===== src/rtl/hf_bypass_chain.sv =====
// Chain of DEPTH bypassable register stages with a drain-then-apply
// reconfiguration sequencer, so pipeline depth can be swept at run time.
//
// state   | meaning
// --------+-----------------------------------------------------------
// S_IDLE  | accepting input; cfg_load captures mask and starts a drain
// S_DRAIN | input blocked, bubbles flush in-flight samples (latency+1)
// S_APPLY | one cycle: new mask/latency take effect, stage valids cleared
module hf_bypass_chain #(
  parameter  int WIDTH = 8,
  parameter  int DEPTH = 4,
  localparam int LW    = $clog2(DEPTH + 1)
) (
  input  logic             clk,
  input  logic             rst_n,
  input  logic [WIDTH-1:0] in_data,
  input  logic             in_valid,
  output logic             in_ready,
  input  logic [DEPTH-1:0] cfg_mask,
  input  logic             cfg_load,
  output logic             cfg_busy,
  output logic [DEPTH-1:0] active_mask,
  output logic [LW-1:0]    latency,
  output logic [WIDTH-1:0] out_data,
  output logic             out_valid
);

  typedef enum logic [1:0] {S_IDLE, S_DRAIN, S_APPLY} state_t;

  state_t                        r_state;
  state_t                        w_state_nxt;
  logic [DEPTH-1:0]              r_mask;
  logic [DEPTH-1:0]              r_pend;
  logic [LW-1:0]                 r_lat;
  logic [LW-1:0]                 r_cnt;
  logic [DEPTH-1:0][WIDTH-1:0]   r_data;
  logic [DEPTH-1:0]              r_vld;
  logic [DEPTH-1:0][WIDTH-1:0]   w_stg_data;
  logic [DEPTH-1:0]              w_stg_vld;
  logic [WIDTH-1:0]              w_chain_data;
  logic                          w_chain_vld;
  logic                          w_ready;
  logic                          w_load;
  logic                          w_apply;

  function automatic logic [LW-1:0] popcnt(input logic [DEPTH-1:0] m);
    logic [LW-1:0] c;
    c = '0;
    for (int i = 0; i < DEPTH; i++) c = c + LW'(m[i]);
    return c;
  endfunction

  always_comb begin
    w_state_nxt = r_state;
    w_ready     = 1'b0;
    w_load      = 1'b0;
    w_apply     = 1'b0;
    case (r_state)
      S_IDLE: begin
        w_ready = 1'b1;
        if (cfg_load) begin
          w_load      = 1'b1;
          w_state_nxt = S_DRAIN;
        end
      end
      S_DRAIN: begin
        if (r_cnt == '0) w_state_nxt = S_APPLY;
      end
      S_APPLY: begin
        w_apply     = 1'b1;
        w_state_nxt = S_IDLE;
      end
      default: w_state_nxt = S_IDLE;
    endcase
  end

  always_ff @(posedge clk or negedge rst_n) begin
    if (!rst_n) begin
      r_state <= S_IDLE;
      r_pend  <= '0;
      r_cnt   <= '0;
      r_mask  <= '0;
      r_lat   <= '0;
    end else begin
      r_state <= w_state_nxt;
      if (w_load) begin
        r_pend <= cfg_mask;
        r_cnt  <= r_lat;
      end else if (r_state == S_DRAIN && r_cnt != '0) begin
        r_cnt <= r_cnt - LW'(1);
      end
      if (w_apply) begin
        r_mask <= r_pend;
        r_lat  <= popcnt(r_pend);
      end
    end
  end

  // Walk the chain: each stage sees the previous stage's output and either
  // forwards its register or passes the input straight through.
  always_comb begin
    w_stg_data   = '0;
    w_stg_vld    = '0;
    w_chain_data = in_data;
    w_chain_vld  = in_valid & w_ready;
    for (int i = 0; i < DEPTH; i++) begin
      w_stg_data[i] = w_chain_data;
      w_stg_vld[i]  = w_chain_vld;
      if (r_mask[i]) begin
        w_chain_data = r_data[i];
        w_chain_vld  = r_vld[i];
      end
    end
  end

  always_ff @(posedge clk or negedge rst_n) begin
    if (!rst_n) begin
      r_data <= '0;
      r_vld  <= '0;
    end else begin
      r_data <= w_stg_data;
      r_vld  <= w_apply ? '0 : w_stg_vld;
    end
  end

  assign in_ready    = w_ready;
  assign cfg_busy    = (r_state != S_IDLE);
  assign active_mask = r_mask;
  assign latency     = r_lat;
  assign out_data    = w_chain_data;
  assign out_valid   = w_chain_vld;

endmodule


===== config.mk =====
export PLATFORM = sky130hd
export DESIGN_NAME = hf_bypass_chain
export DESIGN_NICKNAME = d
export VERILOG_FILES = /design/src/rtl/hf_bypass_chain.sv
export SDC_FILE = /design/constraint.sdc
export NUM_CORES = 1
export LEC_CHECK = 0
export CAP_MARGIN = 10
export CORE_UTILIZATION = 43
export CTS_CLUSTER_SIZE = 14
export DETAILED_ROUTE_END_ITERATION = 10
export PLACE_DENSITY = 0.7
export SYNTH_ARGS = -nofsm -noshare
export SYNTH_HDL_FRONTEND = slang
export SYNTH_SLANG_ARGS = --single-unit

===== constraint.sdc =====
create_clock -name clk -period 3.37 [get_ports clk]
set_input_delay 0.674 -clock clk [delete_from_list [all_inputs] [get_ports clk]]
set_output_delay 0.674 -clock clk [all_outputs]
set_load 0.02 [all_outputs]

==> run_results.csv <==
group,metric,value,unit
status,status,"complete, no violations",
yosys,ys_seq_area_share,56.6,%
floorplan,fp.dieW,75.1,um
critical_path,critPathArrivalTime,2.55,ns
global_routing,gr-total-overflow,0,
routing,vias_per_cell,5.13,
cts,clk_latency,0.30,ns
timing,post-route-min-period,3.22,ns
critical_path,max_stage_delay,0.64,ns
critical_path,critPathBufInv,2,
routing,drt_wl_total,4.20,mm
global_routing,grt_util_met2,26.5,%
pwr,peakVddDrop,0.000484,V
timing,rsz0062_at_grt,"false",
critical_path,crit_top_cell,"clkdlybuf4s50_1",
routing,drt-wirelength-per-cell,14.7,um
global_routing,grt_pass1_vias,1432,
pwr,leakagePower,1.23,nW
final_layout,syn_to_final_growth,20.9,%
placement,dp_hpwl,2.84,mm
critical_path,r2r_start,"r_pend[0]$_DFFE_PN0P_",
timing,slew_viol_final,0,
routing,ant_nets,0,
placement,routabilityCongestion,0.706,
final_layout,n_antenna_cell,0,
cts,cts.sinks,52,
global_routing,grt_util_met1,23.2,%
cts,post_cts_resized,0,
yosys,async_flop_share,100,%
critical_path,rrSetupSlack,1.54,ns
yosys,syn_area_per_cell,12.8,um2
critical_path,path_delay_family,"buffers and inverters",
routing,drtIter0Drc,77,
timing,fin_setup_tns,0,ns
min_path,hold_class,"input pin to async pin",
yosys,synth_fp_nets,201,
timing,finalSetupViolCount,0,
critical_path,start_kind,"input pin",
critical_path,crit_required,2.70,ns
critical_path,worstSetupEndpointType,"primary output",
final_layout,nNetsFinal,236,
floorplan,die_area,5640,um2
global_routing,track_usage,16.9,%
final_layout,final_layout_size_suffix_gt1_share,25.0,%
routing,vias,1468,
timing,worstMarginPinSlew,0.831,ns
yosys,synth_compound_area_share,9.25,%
critical_path,worstSetupPathType,"input pin to primary output",
floorplan,num_io_pins,34,
pwr,power_density,1010,nW/um2
timing,fin_crit_sh,95.5,%
cts,cts_buffer_depth,2,
global_routing,grt_start_max_net_pins,39,
critical_path,worstPathCellList,"clkdlybuf4s50_1, nor4b_1, o21ai_0, o221ai_1, clkdlybuf4s50_1",
global_routing,antenna_found_initial,0,
yosys,syn_inst,180,
cts,cts_setup_buffers,0,
cts,htree_levels,2,
final_layout,nFillCells,484,
routing,dr.pass1.iters,4,
timing,finalHoldViolCount,0,
floorplan,rows,26,
timing,fin_skew,0.00396,ns
floorplan,fp.coreArea,5140,um2
placement,io_buffers,33,
yosys,synth_adder_area_share,3.05,%
pwr,p_total,2.82,mW
critical_path,critPathMaxFanout,3,
yosys,post_synth_and_or_nand_nor_area_fraction,8.65,%
cts,numCtsBuffers,5,
global_routing,busiest_layer,"met2",
cts,cts_root_buf,"clkbuf_8",
yosys,synth_top_family_by_area,"multiplexers",
floorplan,die_height,75.1,um
yosys,ys_types,33,
floorplan,start_util,44.7,%
yosys,synth_mux_area_share,18.1,%
global_routing,met3_usage,3.61,%
yosys,synth_edf_count,0,
timing,fmax,0.311,GHz
cts,cts.reportedPaths.clkPinSlew,0.09,ns
cts,cts_tree,"yes",
critical_path,critical_path.startpoint,"in_valid",
timing,slew_headroom,44.5,%
global_routing,grt_pass1_wl,6.99,mm
yosys,ys.flop_type,"dfrtp_1",
yosys,synth_warnings,0,
run,drv_cap,0,
yosys,yosys.area_share.xor_xnor,0.381,%
cts,cts.hold.buffers_added,0,
critical_path,cp_slowest_cell,"clkdlybuf4s50_1",
yosys,netlist_area,2300,um2
yosys,ys_seq_elements,52,
routing,drc_errors,0,
## logic make-up after synthesis
family,Yosys count
buffers and inverters,20
AO/OA/AOI/OAI,38
multiplexers,32
flip-flops,52
adder cells (fa/ha/maj),5
XOR/XNOR,1
AND/OR/NAND/NOR,32
## cells in the mapped netlist, types with 2 or more instances
master    instances  area (um2)
o21ai_1           2        10.0
mux2_4           15         225
or3b_2            8        70.1
a21oi_1          10        50.1
ha_1              4        50.1
o22ai_1           8        50.1
nand2_1          10        37.5
buf_6             2        22.5
dfrtp_1          52        1300
clkbuf_1          5        18.8
mux2_2           16         180
nor2_1            4        15.0
nor3b_1           2        15.0
inv_1             9        33.8
buf_2             2        10.0
o21ai_0          14        70.1
## state kept, by name (all words and copies together) (netlist names)
name	count
r_data	32
active_mask	4
r_pend	4
r_vld	4
latency	3
r_cnt	3
r_state	2
## layout by cell type, fill, tap and decap left out, drive strengths merged
| master | netlist | layout |
|---|---|---|
| dfrtp | 52 | 52 |
| clkdlybuf4s50 | 0 | 32 |
| mux2 | 31 | 31 |
| o21ai | 16 | 16 |
| a21oi | 10 | 10 |
| nand2 | 10 | 10 |
| inv | 10 | 10 |
| or3b | 8 | 8 |
| o22ai | 8 | 8 |
| clkbuf | 5 | 8 |
| buf | 4 | 5 |
| nor2 | 4 | 4 |
| ha | 4 | 4 |
| nor3b | 3 | 3 |
| a21o | 2 | 2 |
| clkinv | 1 | 1 |
| or3 | 1 | 1 |
| nor2b | 1 | 1 |
| nor4b | 1 | 1 |
| nand2b | 1 | 1 |
| and2 | 1 | 1 |
| o221ai | 1 | 1 |
| o211ai | 1 | 1 |
| mux2i | 1 | 1 |
| xnor2 | 1 | 1 |
| and3b | 1 | 1 |
| or2 | 1 | 1 |
| fa | 1 | 1 |
## worst paths after layout
path                            cells after the start                         end
worst max-delay path                                5                   out_valid
worst min-delay path                                1         r_data[2]$_DFF_PN0_
worst max register to register                      6      latency[1]$_DFFE_PN0N_
worst min register to register                      2  active_mask[3]$_DFFE_PN0N_
max in group asynchronous                           2         r_data[5]$_DFF_PN0_
min in group clk                                    2  active_mask[3]$_DFFE_PN0N_
## layer usage
metal / routed length, um / part of all wire [%]
met1: 2000 / 48
met2: 2000 / 48
met3: 131 / 3.1
met4: 61 / 1.5
met5: 0 / 0
## per-stage QoR
stage / area [um2] / hold WS, ns / utilization [%] / instances / setup slack (ns)
floorplan: 2300 / 0.378 / - / 180 / 1.12
global placement: 2690 / 0.473 / 52.4 / 278 / 0.189
detailed placement: 2690 / 0.477 / 52.4 / 278 / 0.159
CTS: 2780 / 0.255 / 54.1 / 286 / 0.132
global route: 2780 / 0.273 / 54.1 / 286 / 0.0197
finish: 2780 / 0.250 / 54.1 / 286 / 0.151
## power by group
group | internal [mW] | total [mW] | leakage (nW) | switching, mW
Clock | 0.168 | 0.364 | 0.0455 | 0.196
Sequential | 0.860 | 1.03 | 0.624 | 0.175
Combinational | 0.743 | 1.42 | 0.560 | 0.676
Total | 1.77 | 2.82 | 1.23 | 1.05
## cell type report
class                           count  area [um2]  share of cell area (%)
Clock buffer                        8        90.1                    3.24
Inverter                           11        41.3                    1.48
Multi-Input combinational cell    108         906                    32.6
Sequential cell                    52        1300                    46.8
Tap cell                           70        87.6                    3.15
Timing Repair Buffer               37         355                    12.8
## worst reg2reg max path: cells and delay by family, from the launching register on
| family | cells | cell delay, ns |
|---|---|---|
| muxes | 1 | 0.26 |
| buffers and inverters | 2 | 0.12 |
| adders and majority gates | 3 | 0.99 |
| DFF | 1 | 0.36 |
Note: power is estimated with default switching activity, not from simulation.
